File: config.mk
export PLATFORM = sky130hd
export DESIGN_NAME = sqn_allocator
export DESIGN_NICKNAME = d
export VERILOG_FILES = /design/src/rtl/sqn_allocator_pkg.sv /design/src/rtl/sqn_allocator_popcount_prefix.sv /design/src/rtl/sqn_allocator.sv
export SDC_FILE = /design/constraint.sdc
export NUM_CORES = 1
export LEC_CHECK = 0
export ABC_AREA = 1
export ABC_CLOCK_PERIOD_IN_PS = 14570
export BUFFER_PORTS_ARGS = -buffer_cell sky130_fd_sc_hd__buf_2
export CORE_MARGIN = 2
export CORE_UTILIZATION = 55
export CTS_CLUSTER_DIAMETER = 60
export DETAILED_ROUTE_END_ITERATION = 12
export PLACE_DENSITY = 0.89
export SLEW_MARGIN = 20
export SYNTH_ARGS = -nofsm -noshare
export SYNTH_HDL_FRONTEND = slang
export SYNTH_SLANG_ARGS = --single-unit
File: constraint.sdc
create_clock -name clk -period 14.57 [get_ports clk]
set_input_delay 0.7285 -clock clk [delete_from_list [all_inputs] [get_ports clk]]
set_output_delay 0.7285 -clock clk [all_outputs]
set_load 0.01 [all_outputs]
File: src/rtl/sqn_allocator_pkg.sv
// ============================================================================
// Module      : sqn_allocator_pkg
// Description : Shared types, default queue sizes and configuration checks
//               for the sequence-number allocator.
// Revision    : 1.0 - initial release
// ============================================================================
`default_nettype none

`ifndef DEC_WIDTH
`define DEC_WIDTH 4
`endif

package sqn_allocator_pkg;

    localparam int c_def_sqn_w    = 7;
    localparam int c_def_rob_size = 64;
    localparam int c_def_lq_size  = 32;
    localparam int c_def_sq_size  = 32;

    // Sequence number at the default width.
    typedef logic [c_def_sqn_w-1:0] sqn_t;

    function automatic bit is_pow2(input int v);
        return (v > 0) && ((v & (v - 1)) == 0);
    endfunction

    // Every queue must be a power of two, and the number space must be at
    // least twice the largest queue so that alloc - com never aliases.
    function automatic bit sizes_ok(input int sqn_w, input int rob,
                                    input int lq, input int sq);
        int m;
        m = rob;
        if (lq > m) m = lq;
        if (sq > m) m = sq;
        return is_pow2(rob) && is_pow2(lq) && is_pow2(sq) &&
               (sqn_w < 31) && ((1 << sqn_w) >= (2 * m));
    endfunction

endpackage

`default_nettype wire

File: src/rtl/sqn_allocator_popcount_prefix.sv
// ============================================================================
// Module      : popcount_prefix
// Description : Per-bit prefix population count (exclusive or inclusive)
//               plus the total count of set bits.
// Revision    : 1.0 - initial release
// ============================================================================
`default_nettype none

module popcount_prefix
    import sqn_allocator_pkg::*;
#(
    parameter int N         = 4,
    parameter bit INCLUSIVE = 1'b0,
    parameter int CNT_W     = $clog2(N + 1)
) (
    input  logic [N-1:0]            bits_i,
    output logic [N-1:0][CNT_W-1:0] cnt_o,
    output logic [CNT_W-1:0]        total_o
);

    logic [CNT_W-1:0] w_acc;

    // Running sum; exclusive mode reports the count before adding bit i.
    always_comb begin
        w_acc = '0;
        cnt_o = '0;
        for (int i = 0; i < N; i++) begin
            if (INCLUSIVE) begin
                w_acc    = w_acc + CNT_W'(bits_i[i]);
                cnt_o[i] = w_acc;
            end else begin
                cnt_o[i] = w_acc;
                w_acc    = w_acc + CNT_W'(bits_i[i]);
            end
        end
        total_o = w_acc;
    end

endmodule

`default_nettype wire

File: src/rtl/sqn_allocator.sv
// ============================================================================
// Module      : sqn_allocator
// Description : Allocates ROB / load-queue / store-queue sequence numbers to
//               an issue group (all-or-nothing), tracks retirement and
//               restores allocation pointers on flush.
// Revision    : 1.0 - initial release
// ============================================================================
`default_nettype none

module sqn_allocator
    import sqn_allocator_pkg::*;
#(
    parameter int WIDTH_ISSUE  = `DEC_WIDTH,
    parameter int WIDTH_COMMIT = `DEC_WIDTH,
    parameter int ROB_SIZE     = c_def_rob_size,
    parameter int LQ_SIZE      = c_def_lq_size,
    parameter int SQ_SIZE      = c_def_sq_size,
    parameter int SQN_W        = c_def_sqn_w
) (
    input  logic                                clk,
    input  logic                                rst,
    input  logic                                IN_frontEn,
    input  logic                                IN_stall,
    input  logic [WIDTH_ISSUE-1:0]              IN_valid,
    input  logic [WIDTH_ISSUE-1:0]              IN_isLoad,
    input  logic [WIDTH_ISSUE-1:0]              IN_isStore,
    input  logic [WIDTH_COMMIT-1:0]             IN_comValid,
    input  logic [WIDTH_COMMIT-1:0]             IN_comIsLoad,
    input  logic [WIDTH_COMMIT-1:0]             IN_comIsStore,
    input  logic                                IN_flush,
    input  logic [SQN_W-1:0]                    IN_flushSqN,
    input  logic [SQN_W-1:0]                    IN_flushLoadSqN,
    input  logic [SQN_W-1:0]                    IN_flushStoreSqN,
    output logic                                OUT_stall,
    output logic [WIDTH_ISSUE-1:0]              OUT_valid,
    output logic [WIDTH_ISSUE-1:0][SQN_W-1:0]   OUT_sqN,
    output logic [WIDTH_ISSUE-1:0][SQN_W-1:0]   OUT_loadSqN,
    output logic [WIDTH_ISSUE-1:0][SQN_W-1:0]   OUT_storeSqN,
    output logic [SQN_W-1:0]                    OUT_robFree,
    output logic [SQN_W-1:0]                    OUT_lqFree,
    output logic [SQN_W-1:0]                    OUT_sqFree
);

    localparam int              c_ic_w     = $clog2(WIDTH_ISSUE + 1);
    localparam int              c_cc_w     = $clog2(WIDTH_COMMIT + 1);
    localparam logic [SQN_W-1:0] c_rob_size = SQN_W'(ROB_SIZE);
    localparam logic [SQN_W-1:0] c_lq_size  = SQN_W'(LQ_SIZE);
    localparam logic [SQN_W-1:0] c_sq_size  = SQN_W'(SQ_SIZE);
    localparam logic [SQN_W-1:0] c_one      = SQN_W'(1);

    generate
        if (!sizes_ok(SQN_W, ROB_SIZE, LQ_SIZE, SQ_SIZE)) begin : g_bad_cfg
            $error("sqn_allocator: queue sizes must be powers of two and 2^SQN_W >= 2*max size");
        end
    endgenerate

    // ------------------------------------------------------------------
    // Demand / prefix counts
    // ------------------------------------------------------------------
    logic [WIDTH_ISSUE-1:0]              w_ld_mask, w_st_mask;
    logic [WIDTH_ISSUE-1:0][c_ic_w-1:0]  w_pre_v, w_pre_ld, w_pre_st;
    logic [c_ic_w-1:0]                   w_dem_v, w_dem_ld, w_dem_st;
    logic [WIDTH_COMMIT-1:0]             w_com_ld_mask, w_com_st_mask;
    logic [WIDTH_COMMIT-1:0][c_cc_w-1:0] w_cpre_v, w_cpre_ld, w_cpre_st;
    logic [c_cc_w-1:0]                   w_ccnt_v, w_ccnt_ld, w_ccnt_st;
    logic                                w_com_prefix_unused;

    assign w_ld_mask     = IN_valid & IN_isLoad;
    assign w_st_mask     = IN_valid & IN_isStore;
    assign w_com_ld_mask = IN_comValid & IN_comIsLoad;
    assign w_com_st_mask = IN_comValid & IN_comIsStore;

    // Commit side only needs totals; per-slot prefixes are dropped here.
    assign w_com_prefix_unused = ^{w_cpre_v, w_cpre_ld, w_cpre_st};

    popcount_prefix #(.N(WIDTH_ISSUE), .INCLUSIVE(1'b0)) u_pc_iss_v (
        .bits_i(IN_valid),  .cnt_o(w_pre_v),  .total_o(w_dem_v));
    popcount_prefix #(.N(WIDTH_ISSUE), .INCLUSIVE(1'b0)) u_pc_iss_ld (
        .bits_i(w_ld_mask), .cnt_o(w_pre_ld), .total_o(w_dem_ld));
    // Store counter holds the last allocated number, hence inclusive prefix.
    popcount_prefix #(.N(WIDTH_ISSUE), .INCLUSIVE(1'b1)) u_pc_iss_st (
        .bits_i(w_st_mask), .cnt_o(w_pre_st), .total_o(w_dem_st));
    popcount_prefix #(.N(WIDTH_COMMIT), .INCLUSIVE(1'b0)) u_pc_com_v (
        .bits_i(IN_comValid),   .cnt_o(w_cpre_v),  .total_o(w_ccnt_v));
    popcount_prefix #(.N(WIDTH_COMMIT), .INCLUSIVE(1'b0)) u_pc_com_ld (
        .bits_i(w_com_ld_mask), .cnt_o(w_cpre_ld), .total_o(w_ccnt_ld));
    popcount_prefix #(.N(WIDTH_COMMIT), .INCLUSIVE(1'b0)) u_pc_com_st (
        .bits_i(w_com_st_mask), .cnt_o(w_cpre_st), .total_o(w_ccnt_st));

    // ------------------------------------------------------------------
    // State
    // ------------------------------------------------------------------
    logic [SQN_W-1:0] alloc_sqn_q, alloc_sqn_d, alloc_ld_q, alloc_ld_d;
    logic [SQN_W-1:0] alloc_st_q, alloc_st_d;
    logic [SQN_W-1:0] com_sqn_q, com_sqn_d, com_ld_q, com_ld_d;
    logic [SQN_W-1:0] com_st_q, com_st_d;

    logic [WIDTH_ISSUE-1:0]            out_valid_q, out_valid_d;
    logic [WIDTH_ISSUE-1:0][SQN_W-1:0] out_sqn_q, out_sqn_d;
    logic [WIDTH_ISSUE-1:0][SQN_W-1:0] out_ld_q, out_ld_d;
    logic [WIDTH_ISSUE-1:0][SQN_W-1:0] out_st_q, out_st_d;
    logic [SQN_W-1:0] rob_free_q, rob_free_d, lq_free_q, lq_free_d;
    logic [SQN_W-1:0] sq_free_q, sq_free_d;

    // Free counts of the current state; the store counter is one behind.
    logic [SQN_W-1:0] w_rob_free, w_lq_free, w_sq_free;
    logic             w_over, w_accept;

    assign w_rob_free = c_rob_size - (alloc_sqn_q - com_sqn_q);
    assign w_lq_free  = c_lq_size  - (alloc_ld_q - com_ld_q);
    assign w_sq_free  = c_sq_size  - ((alloc_st_q + c_one) - com_st_q);

    assign w_over = (SQN_W'(w_dem_v)  > w_rob_free) ||
                    (SQN_W'(w_dem_ld) > w_lq_free)  ||
                    (SQN_W'(w_dem_st) > w_sq_free);

    assign OUT_stall = !rst || IN_stall || (IN_frontEn && w_over);
    assign w_accept  = rst && !IN_flush && IN_frontEn && !OUT_stall;

    // Next-state: flush restore beats acceptance; commits always apply.
    always_comb begin
        alloc_sqn_d = alloc_sqn_q;
        alloc_ld_d  = alloc_ld_q;
        alloc_st_d  = alloc_st_q;
        com_sqn_d   = com_sqn_q + SQN_W'(w_ccnt_v);
        com_ld_d    = com_ld_q  + SQN_W'(w_ccnt_ld);
        com_st_d    = com_st_q  + SQN_W'(w_ccnt_st);
        out_valid_d = out_valid_q;
        out_sqn_d   = out_sqn_q;
        out_ld_d    = out_ld_q;
        out_st_d    = out_st_q;

        if (IN_flush) begin
            alloc_sqn_d = IN_flushSqN + c_one;
            alloc_ld_d  = IN_flushLoadSqN;
            alloc_st_d  = IN_flushStoreSqN;
            out_valid_d = '0;
        end else if (w_accept) begin
            alloc_sqn_d = alloc_sqn_q + SQN_W'(w_dem_v);
            alloc_ld_d  = alloc_ld_q  + SQN_W'(w_dem_ld);
            alloc_st_d  = alloc_st_q  + SQN_W'(w_dem_st);
            out_valid_d = IN_valid;
            for (int i = 0; i < WIDTH_ISSUE; i++) begin
                out_sqn_d[i] = alloc_sqn_q + SQN_W'(w_pre_v[i]);
                out_ld_d[i]  = alloc_ld_q  + SQN_W'(w_pre_ld[i]);
                out_st_d[i]  = alloc_st_q  + SQN_W'(w_pre_st[i]);
            end
        end else if (!IN_stall) begin
            out_valid_d = '0;
        end

        // Free counts track the counters every cycle (also under stall) so
        // retirement during backpressure is visible immediately.
        rob_free_d = c_rob_size - (alloc_sqn_d - com_sqn_d);
        lq_free_d  = c_lq_size  - (alloc_ld_d - com_ld_d);
        sq_free_d  = c_sq_size  - ((alloc_st_d + c_one) - com_st_d);
    end

    // State and output registers with synchronous active-low reset.
    always_ff @(posedge clk) begin
        if (!rst) begin
            alloc_sqn_q <= '0;
            alloc_ld_q  <= '0;
            alloc_st_q  <= '1;
            com_sqn_q   <= '0;
            com_ld_q    <= '0;
            com_st_q    <= '0;
            out_valid_q <= '0;
            out_sqn_q   <= '0;
            out_ld_q    <= '0;
            out_st_q    <= '0;
            rob_free_q  <= c_rob_size;
            lq_free_q   <= c_lq_size;
            sq_free_q   <= c_sq_size;
        end else begin
            alloc_sqn_q <= alloc_sqn_d;
            alloc_ld_q  <= alloc_ld_d;
            alloc_st_q  <= alloc_st_d;
            com_sqn_q   <= com_sqn_d;
            com_ld_q    <= com_ld_d;
            com_st_q    <= com_st_d;
            out_valid_q <= out_valid_d;
            out_sqn_q   <= out_sqn_d;
            out_ld_q    <= out_ld_d;
            out_st_q    <= out_st_d;
            rob_free_q  <= rob_free_d;
            lq_free_q   <= lq_free_d;
            sq_free_q   <= sq_free_d;
        end
    end

    assign OUT_valid    = out_valid_q;
    assign OUT_sqN      = out_sqn_q;
    assign OUT_loadSqN  = out_ld_q;
    assign OUT_storeSqN = out_st_q;
    assign OUT_robFree  = rob_free_q;
    assign OUT_lqFree   = lq_free_q;
    assign OUT_sqFree   = sq_free_q;

endmodule

`default_nettype wire
# --- Word level (Yosys, flattened, before mapping) ---
# Index checks and enable logic that the tools add are counted.
word_totals:
  elab_cells: 101
  regBits: 151
  output_inout_bits: 110
  inputBits: 50
classes:
  eq_ne: 1
  addsub: 48
  n_lt_le_gt_ge: 3
  muxes: 8
  bitwise: 6
  reduce_logical: 13
op_table:
  columns: ["op", "count"]
  rows:
  - ["7-bit by 3-bit adder with 7-bit output", 12]
  - ["7-bit 2-to-1 mux", 6]
  - ["7-bit subtractor", 6]
  - ["3-bit by 1-bit adder with 3-bit output", 12]
  - ["6-bit by 7-bit subtractor with 7-bit output, first input constant", 4]
  - ["7-bit by 1-bit adder with 7-bit output", 3]
  - ["7-bit by 1-bit adder with 7-bit output, second input constant", 3]
  - ["3-bit by 7-bit > comparator with 1-bit output", 3]
  - ["4-bit bitwise AND", 4]
  - ["7-bit subtractor, first input constant", 2]
  - ["1-bit by 1-bit adder with 2-bit output", 6]
  - ["4-bit 2-to-1 mux", 2]
  - ["1-bit logical AND", 4]
  - ["1-bit logical OR", 4]
  - ["1-bit logical NOT", 3]
  - ["2-bit by 1-bit inequality test with 1-bit output, second input constant", 1]
  - ["1-bit inverter", 2]
  - ["2-bit AND reduction", 1]
  - ["2-bit OR reduction", 1]

# --- Depth between registers and ports, before layout ---
logic_depth:
  depth_word: 16
  mapped_depth: 37
  depth_no_buf: 36

# --- By module ---
# A second synthesis with hierarchy kept.
hier_totals:
  cells_unflattened: 1503
  area_unflattened_um2: 11419.7
modules_own_cells:
  columns: ["mod", "cells_each", "seq_area_each_um2", "area_per_inst_um2", "instances"]
  rows:
  - ["sqn_allocator", 1359, 3022.9, 10316.1, 1]
  - ["popcount_prefix", 24, 0.0, 183.9, 6]

# --- Least setup slack after synthesis ---
# OpenSTA, ideal clock, no wires.
synth_timing:
  path_type: "input port to flip-flop"
  start: "input port IN_isStore[0]"
  end: "register rob_free_q[6] (netlist: OUT_robFree[6])"
  path_buffers: 1
  slack_ps: 9295
  path_stages: 31
  arrival_time_ps: 5142
  setup_ps: 133
  path_cell_list: "nand2_1 > inv_1 > fa_1 > ha_1 > fa_1 > ha_1 > nand2_1 > nor2_1 > nor2_1 > nor2_1 > nand3_1 > nor2_1 > nand2_1 > nand3_1 > nand2_2 > nand3_4 > buf_6 > o21ai_0 > nand3_1 > and2_1 > ha_1 > ha_1 > a21oi_1 > nand2_1 > a21o_1 > a21oi_1 > xnor2_1 > xor2_1 > inv_1 > nand3_1 > nand3_1"
synth_between:
  elab_chain_len: 14
synth_rtl:
  columns: ["item", "line", "rtl"]
  rows:
  - ["from (decl)", "sqn_allocator.sv:26", "input logic [WIDTH_ISSUE-1:0] IN_isStore,"]
  - ["4-bit bitwise AND", "sqn_allocator.sv:69", "assign w_st_mask = IN_valid & IN_isStore;"]
  - ["1-bit by 1-bit adder with 2-bit output", "sqn_allocator_popcount_prefix.sv:29", "w_acc = w_acc + CNT_W'(bits_i[i]);"]
  - ["3-bit by 1-bit adder with 3-bit output (2 in series)", "sqn_allocator_popcount_prefix.sv:29", null]
  - ["3-bit by 7-bit > comparator with 1-bit output", "sqn_allocator.sv:115", "(SQN_W'(w_dem_st) > w_sq_free);"]
  - ["1-bit logical OR", "sqn_allocator.sv:114", "(SQN_W'(w_dem_ld) > w_lq_free) ||"]
  - ["1-bit logical AND", "sqn_allocator.sv:117", "assign OUT_stall = !rst || IN_stall || (IN_frontEn && w_over);"]
  - ["1-bit logical OR", "sqn_allocator.sv:117", null]
  - ["1-bit logical NOT", "sqn_allocator.sv:118", "assign w_accept = rst && !IN_flush && IN_frontEn && !OUT_stall;"]
  - ["1-bit logical AND", "sqn_allocator.sv:118", null]
  - ["7-bit 2-to-1 mux", "sqn_allocator.sv:138", "end else if (w_accept) begin"]
  - ["7-bit 2-to-1 mux", "sqn_allocator.sv:133", "if (IN_flush) begin"]
  - ["7-bit subtractor (2 in series)", "sqn_allocator.sv:154", "rob_free_d = c_rob_size - (alloc_sqn_d - com_sqn_d);"]
  - ["to (signal assigned)", "sqn_allocator.sv:172", "rob_free_q <= c_rob_size;"]
  - ["to (signal assigned)", "sqn_allocator.sv:186", "rob_free_q <= rob_free_d;"]
  - ["to (decl)", "sqn_allocator.sv:102", "logic [SQN_W-1:0] rob_free_q, rob_free_d, lq_free_q, lq_free_d;"]
# Every way passes these cells.
# A chain may end at the register's enable or synchronous reset.

# --- Worst setup path after layout ---
layout_timing:
  start: "register alloc_sqn_q[1]"
  end: "register sq_free_q[6] (netlist: OUT_sqFree[6])"
layout_between:
  elab_chain_len: 14
layout_rtl:
  columns: ["item", "line", "rtl"]
  rows:
  - ["from (decl)", "sqn_allocator.sv:93", "logic [SQN_W-1:0] alloc_sqn_q, alloc_sqn_d, alloc_ld_q, alloc_ld_d;"]
  - ["from (signal assigned)", "sqn_allocator.sv:176", "alloc_sqn_q <= alloc_sqn_d;"]
  - ["7-bit subtractor (2 in series)", "sqn_allocator.sv:109", "assign w_rob_free = c_rob_size - (alloc_sqn_q - com_sqn_q);"]
  - ["3-bit by 7-bit > comparator with 1-bit output", "sqn_allocator.sv:113", "assign w_over = (SQN_W'(w_dem_v) > w_rob_free) ||"]
  - ["1-bit logical OR", "sqn_allocator.sv:113", null]
  - ["1-bit logical OR", "sqn_allocator.sv:114", null]
  - ["1-bit logical AND", "sqn_allocator.sv:117", null]
  - ["1-bit logical OR", "sqn_allocator.sv:117", null]
  - ["1-bit logical NOT", "sqn_allocator.sv:118", null]
  - ["1-bit logical AND", "sqn_allocator.sv:118", null]
  - ["7-bit 2-to-1 mux", "sqn_allocator.sv:138", null]
  - ["7-bit 2-to-1 mux", "sqn_allocator.sv:133", null]
  - ["7-bit by 1-bit adder with 7-bit output", "sqn_allocator.sv:156", "sq_free_d = c_sq_size - ((alloc_st_d + c_one) - com_st_d);"]
  - ["7-bit subtractor", "sqn_allocator.sv:156", null]
  - ["6-bit by 7-bit subtractor with 7-bit output", "sqn_allocator.sv:156", null]
  - ["to (signal assigned)", "sqn_allocator.sv:174", "sq_free_q <= c_sq_size;"]
  - ["to (signal assigned)", "sqn_allocator.sv:188", "sq_free_q <= sq_free_d;"]
  - ["to (decl)", "sqn_allocator.sv:103", "logic [SQN_W-1:0] sq_free_q, sq_free_d;"]
# Every way passes these cells.

==> flow_metrics.py <==
metrics = {
    "status": {
        "status": "finished clean",
    },
    "grt": {
        "antenna_found_initial": 0,
        "first_global_vias": 8601,
        "grt_pass1_wl_mm": 41.0,
        "globalRouteOverflowTotal": 0,
        "grt_util_all_layers_pct": 26.5,
        "maximum_number_of_pins_on_one_net_before_global_route_repair": 114,
    },
    "synthesis": {
        "synth_top_cells_by_count": "sky130_fd_sc_hd__nand2_1 (267), sky130_fd_sc_hd__inv_1 (185), sky130_fd_sc_hd__dfxtp_1 (151)",
        "sequential_to_total_area_share_from_yosys_stat_pct": 30.5,
        "synthesis.area_per_instance_um2": 7.60,
        "post-synth-top-area-cell": "sky130_fd_sc_hd__dfxtp_1",
        "yosysUniqueCellTypes": 38,
        "synth_top_cells_by_area": "sky130_fd_sc_hd__dfxtp_1 (30%), sky130_fd_sc_hd__ha_1 (17%), sky130_fd_sc_hd__nand2_1 (10%)",
        "synth-main-ff-cell": "sky130_fd_sc_hd__dfxtp_1",
        "ys_async_sr_fraction_pct": 0,
        "syn_inst": 1305,
        "synth.net_count": 1512,
        "synth_most_common_cell": "sky130_fd_sc_hd__nand2_1",
        "synth_area_um2": 9910,
        "ys_seq_elements": 151,
        "synthDominantCellAreaShare_pct": 30.5,
        "yosys_warnings": 0,
        "synth_edf_count": 0,
    },
    "timing": {
        "fmaxAchievable_ghz": 0.151,
        "grt_setup_unrepaired": "false",
        "worst_pin_slew_ns": 1.01,
        "ratio_of_final_minimum_period_to_clock_period_pct": 45.3,
        "finish_stage_setup_viols": 0,
        "timing_hold_violations_final": 0,
        "finalMaxSlewViolations": 0,
        "timing.max_slew.rel_slack_pct": 33.0,
        "postLayoutSetupSlackWorst_ns": 7.97,
        "fin_skew_ns": 0.00852,
        "period_needed_ns": 6.60,
        "totalNegativeSetupSlack_ns": 0,
    },
    "finish": {
        "area.growth.synth_to_final_pct": 13.6,
        "layout-drive-gt1-share_pct": 14.7,
        "fin_nets": 1642,
        "fillers": 1504,
        "num_antenna_cells": 0,
    },
    "min_path": {
        "timing.hold.worst.start": "OUT_sqN[9]",
        "min-delay-path-class": "flop to flop",
    },
    "worst_setup_path": {
        "r2r_setup_slk_ns": 7.97,
        "critPathKind": "flop to flop",
        "cp-end-kind": "flop",
        "timing.critical_path.slowest_stage_cell": "sky130_fd_sc_hd__buf_4",
        "worst-path-buf-inv": 5,
        "critical_path_depth": 31,
        "critPathTopFamily": "adder cells",
        "crit-reg2reg-launch": "alloc_sqn_q[1]",
        "worstReg2RegEnd": "OUT_sqFree[6]",
        "critPathLaunch": "alloc_sqn_q[1]",
        "worst_path_maximum_fanout": 113,
        "timing.critical_path.to": "OUT_sqFree[6]",
        "setup.worst_path.start_class": "flop",
        "crit_required_ns": 14.94,
        "crit_path_max_incr_delay_ns": 0.83,
        "cpMostUsedCell": "sky130_fd_sc_hd__nand2_1",
        "cp.arrival_ns": 6.98,
        "r2r_cells": 31,
    },
    "clocking": {
        "insertion_delay_ns": 0.44,
        "cts-htree-levels": 4,
        "ctsRootBufferMaster": "sky130_fd_sc_hd__clkbuf_16",
        "clock_slew_at_reported_path_ffs_ns": 0.07,
        "cts_tree": "yes",
        "ctsResizeCount": 0,
        "post-cts-setup-buffers": 0,
        "cts_inserted_buffers": 17,
        "cts_hold_buffers": 0,
        "cts.sinks": 151,
        "clock_tree.buffer_depth": 2,
    },
    "power": {
        "vdd_drop_max_mv": 0.0866,
        "totalPowerFinal_uw": 1350,
        "power.density_nw_per_um2": 120,
        "static-leakage-power_uw": 0.00600,
    },
    "flow_run": {
        "cap_violations": 0,
    },
    "detailed_routing": {
        "drc_marker_count_from_the_first_detailed_route_iteration": 607,
        "routedWlPerCell_um": 15.2,
        "drtAntennaViolNets": 0,
        "post_dr_vias_cell": 5.35,
        "finalWirelength_mm": 25.4,
        "drt_first_pass_iters": 5,
        "routed-via-count": 8972,
        "number_of_drc_violations_after_detailed_routing": 0,
    },
    "placement": {
        "gp_routability_congestion": 0.903,
        "pre_cts_slack_ns": 7.69,
        "portBuffers": 159,
        "place.detailed.hpwl_mm": 19.3,
    },
    "floorplan": {
        "dieWidth_um": 138,
        "start_util_pct": 55.6,
        "ioPinCount": 160,
        "die_area_um2": 19100,
        "die-height_um": 138,
        "core_area_um2": 17800,
        "floorplan.rows": 49,
    },
}
==> cells by family (layout without fill, tap and decap cells) <==
kind of cell,after synthesis,in the layout,share of synthesized area [%]
compound gates,235,235,12.5
simple gates,451,451,18.8
flops,151,151,30.5
xor+xnor,67,67,5.92
buf+inv,244,387,10.5
fa+ha+maj,157,157,21.8
==> cell usage in the layout (no fill, tap or decap), types with 10 or more instances in the layout <==
master	instances
sky130_fd_sc_hd__a21oi_1	128
sky130_fd_sc_hd__buf_2	159
sky130_fd_sc_hd__clkbuf_16	17
sky130_fd_sc_hd__dfxtp_1	151
sky130_fd_sc_hd__fa_1	26
sky130_fd_sc_hd__ha_1	131
sky130_fd_sc_hd__inv_1	185
sky130_fd_sc_hd__nand2_1	267
sky130_fd_sc_hd__nand3_1	70
sky130_fd_sc_hd__nor2_1	81
sky130_fd_sc_hd__o21ai_0	63
sky130_fd_sc_hd__o21ai_1	23
sky130_fd_sc_hd__xnor2_1	10
sky130_fd_sc_hd__xor2_1	57
==> worst min-delay path by stage <==
stage / to / slack (ns) / cells after the start
detailed placement: OUT_sqN[9] / 0.45 / 2
global route: OUT_storeSqN[0] / 0.50 / 2
floorplan: OUT_valid[0] / 0.48 / 2
global placement: OUT_valid[1] / 0.45 / 2
finish: OUT_sqN[9] / 0.46 / 2
CTS: OUT_sqN[9] / 0.46 / 2
==> area by class of cell <==
| type | instances | area (um2) | share of cell area (%) |
|---|---|---|---|
| Sequential cell | 151 | 3020 | 26.8 |
| Tap cell | 229 | 287 | 2.54 |
| Inverter | 193 | 727 | 6.46 |
| Clock buffer | 18 | 439 | 3.90 |
| Multi-Input combinational cell | 910 | 5850 | 52.0 |
| Clock inverter | 14 | 116 | 1.03 |
| Timing Repair Buffer | 162 | 818 | 7.27 |
==> metal layers <==
metal  vias to the layer above  part of all wire, %  global-route usage [%]
met5                         -                    0                       0
met1                      4138                   43                    32.6
met2                       320                   48                    45.4
met3                        56                  6.1                    5.02
met4                         0                  3.4                    11.3
li1                       4458                    -                       -
==> report_power, final <==
| group | internal [uW] | leakage, uW | switching (uW) | total [uW] |
|---|---|---|---|---|
| registers | 451 | 0.00123 | 28.1 | 479 |
| clock network | 226 | 0.000263 | 192 | 419 |
| logic | 186 | 0.00451 | 267 | 453 |
| total | 864 | 0.00600 | 487 | 1350 |
==> worst register-to-register path: cells and delay by family, from the launching register on <==
kind | cells | cell delay (ns)
XOR/XNOR | 1 | 0.13
buffers and inverters | 5 | 1.75
flip-flops | 1 | 0.63
AO/OA/AOI/OAI | 2 | 0.23
adder cells (fa/ha/maj) | 6 | 2.00
AND/OR/NAND/NOR | 17 | 1.81
==> through the flow <==
stage / hold slack (ns) / instances / instance area (um2) / util [%]
global route: 0.496 / 1677 / 11300 / 63.1
floorplan: 0.481 / 1305 / 9910 / -
finish: 0.462 / 1677 / 11300 / 63.1
CTS: 0.464 / 1677 / 11300 / 63.1
global placement: 0.445 / 1645 / 10700 / 60.0
detailed placement: 0.454 / 1645 / 10700 / 60.0
Note: power is estimated with default switching activity, not from simulation.
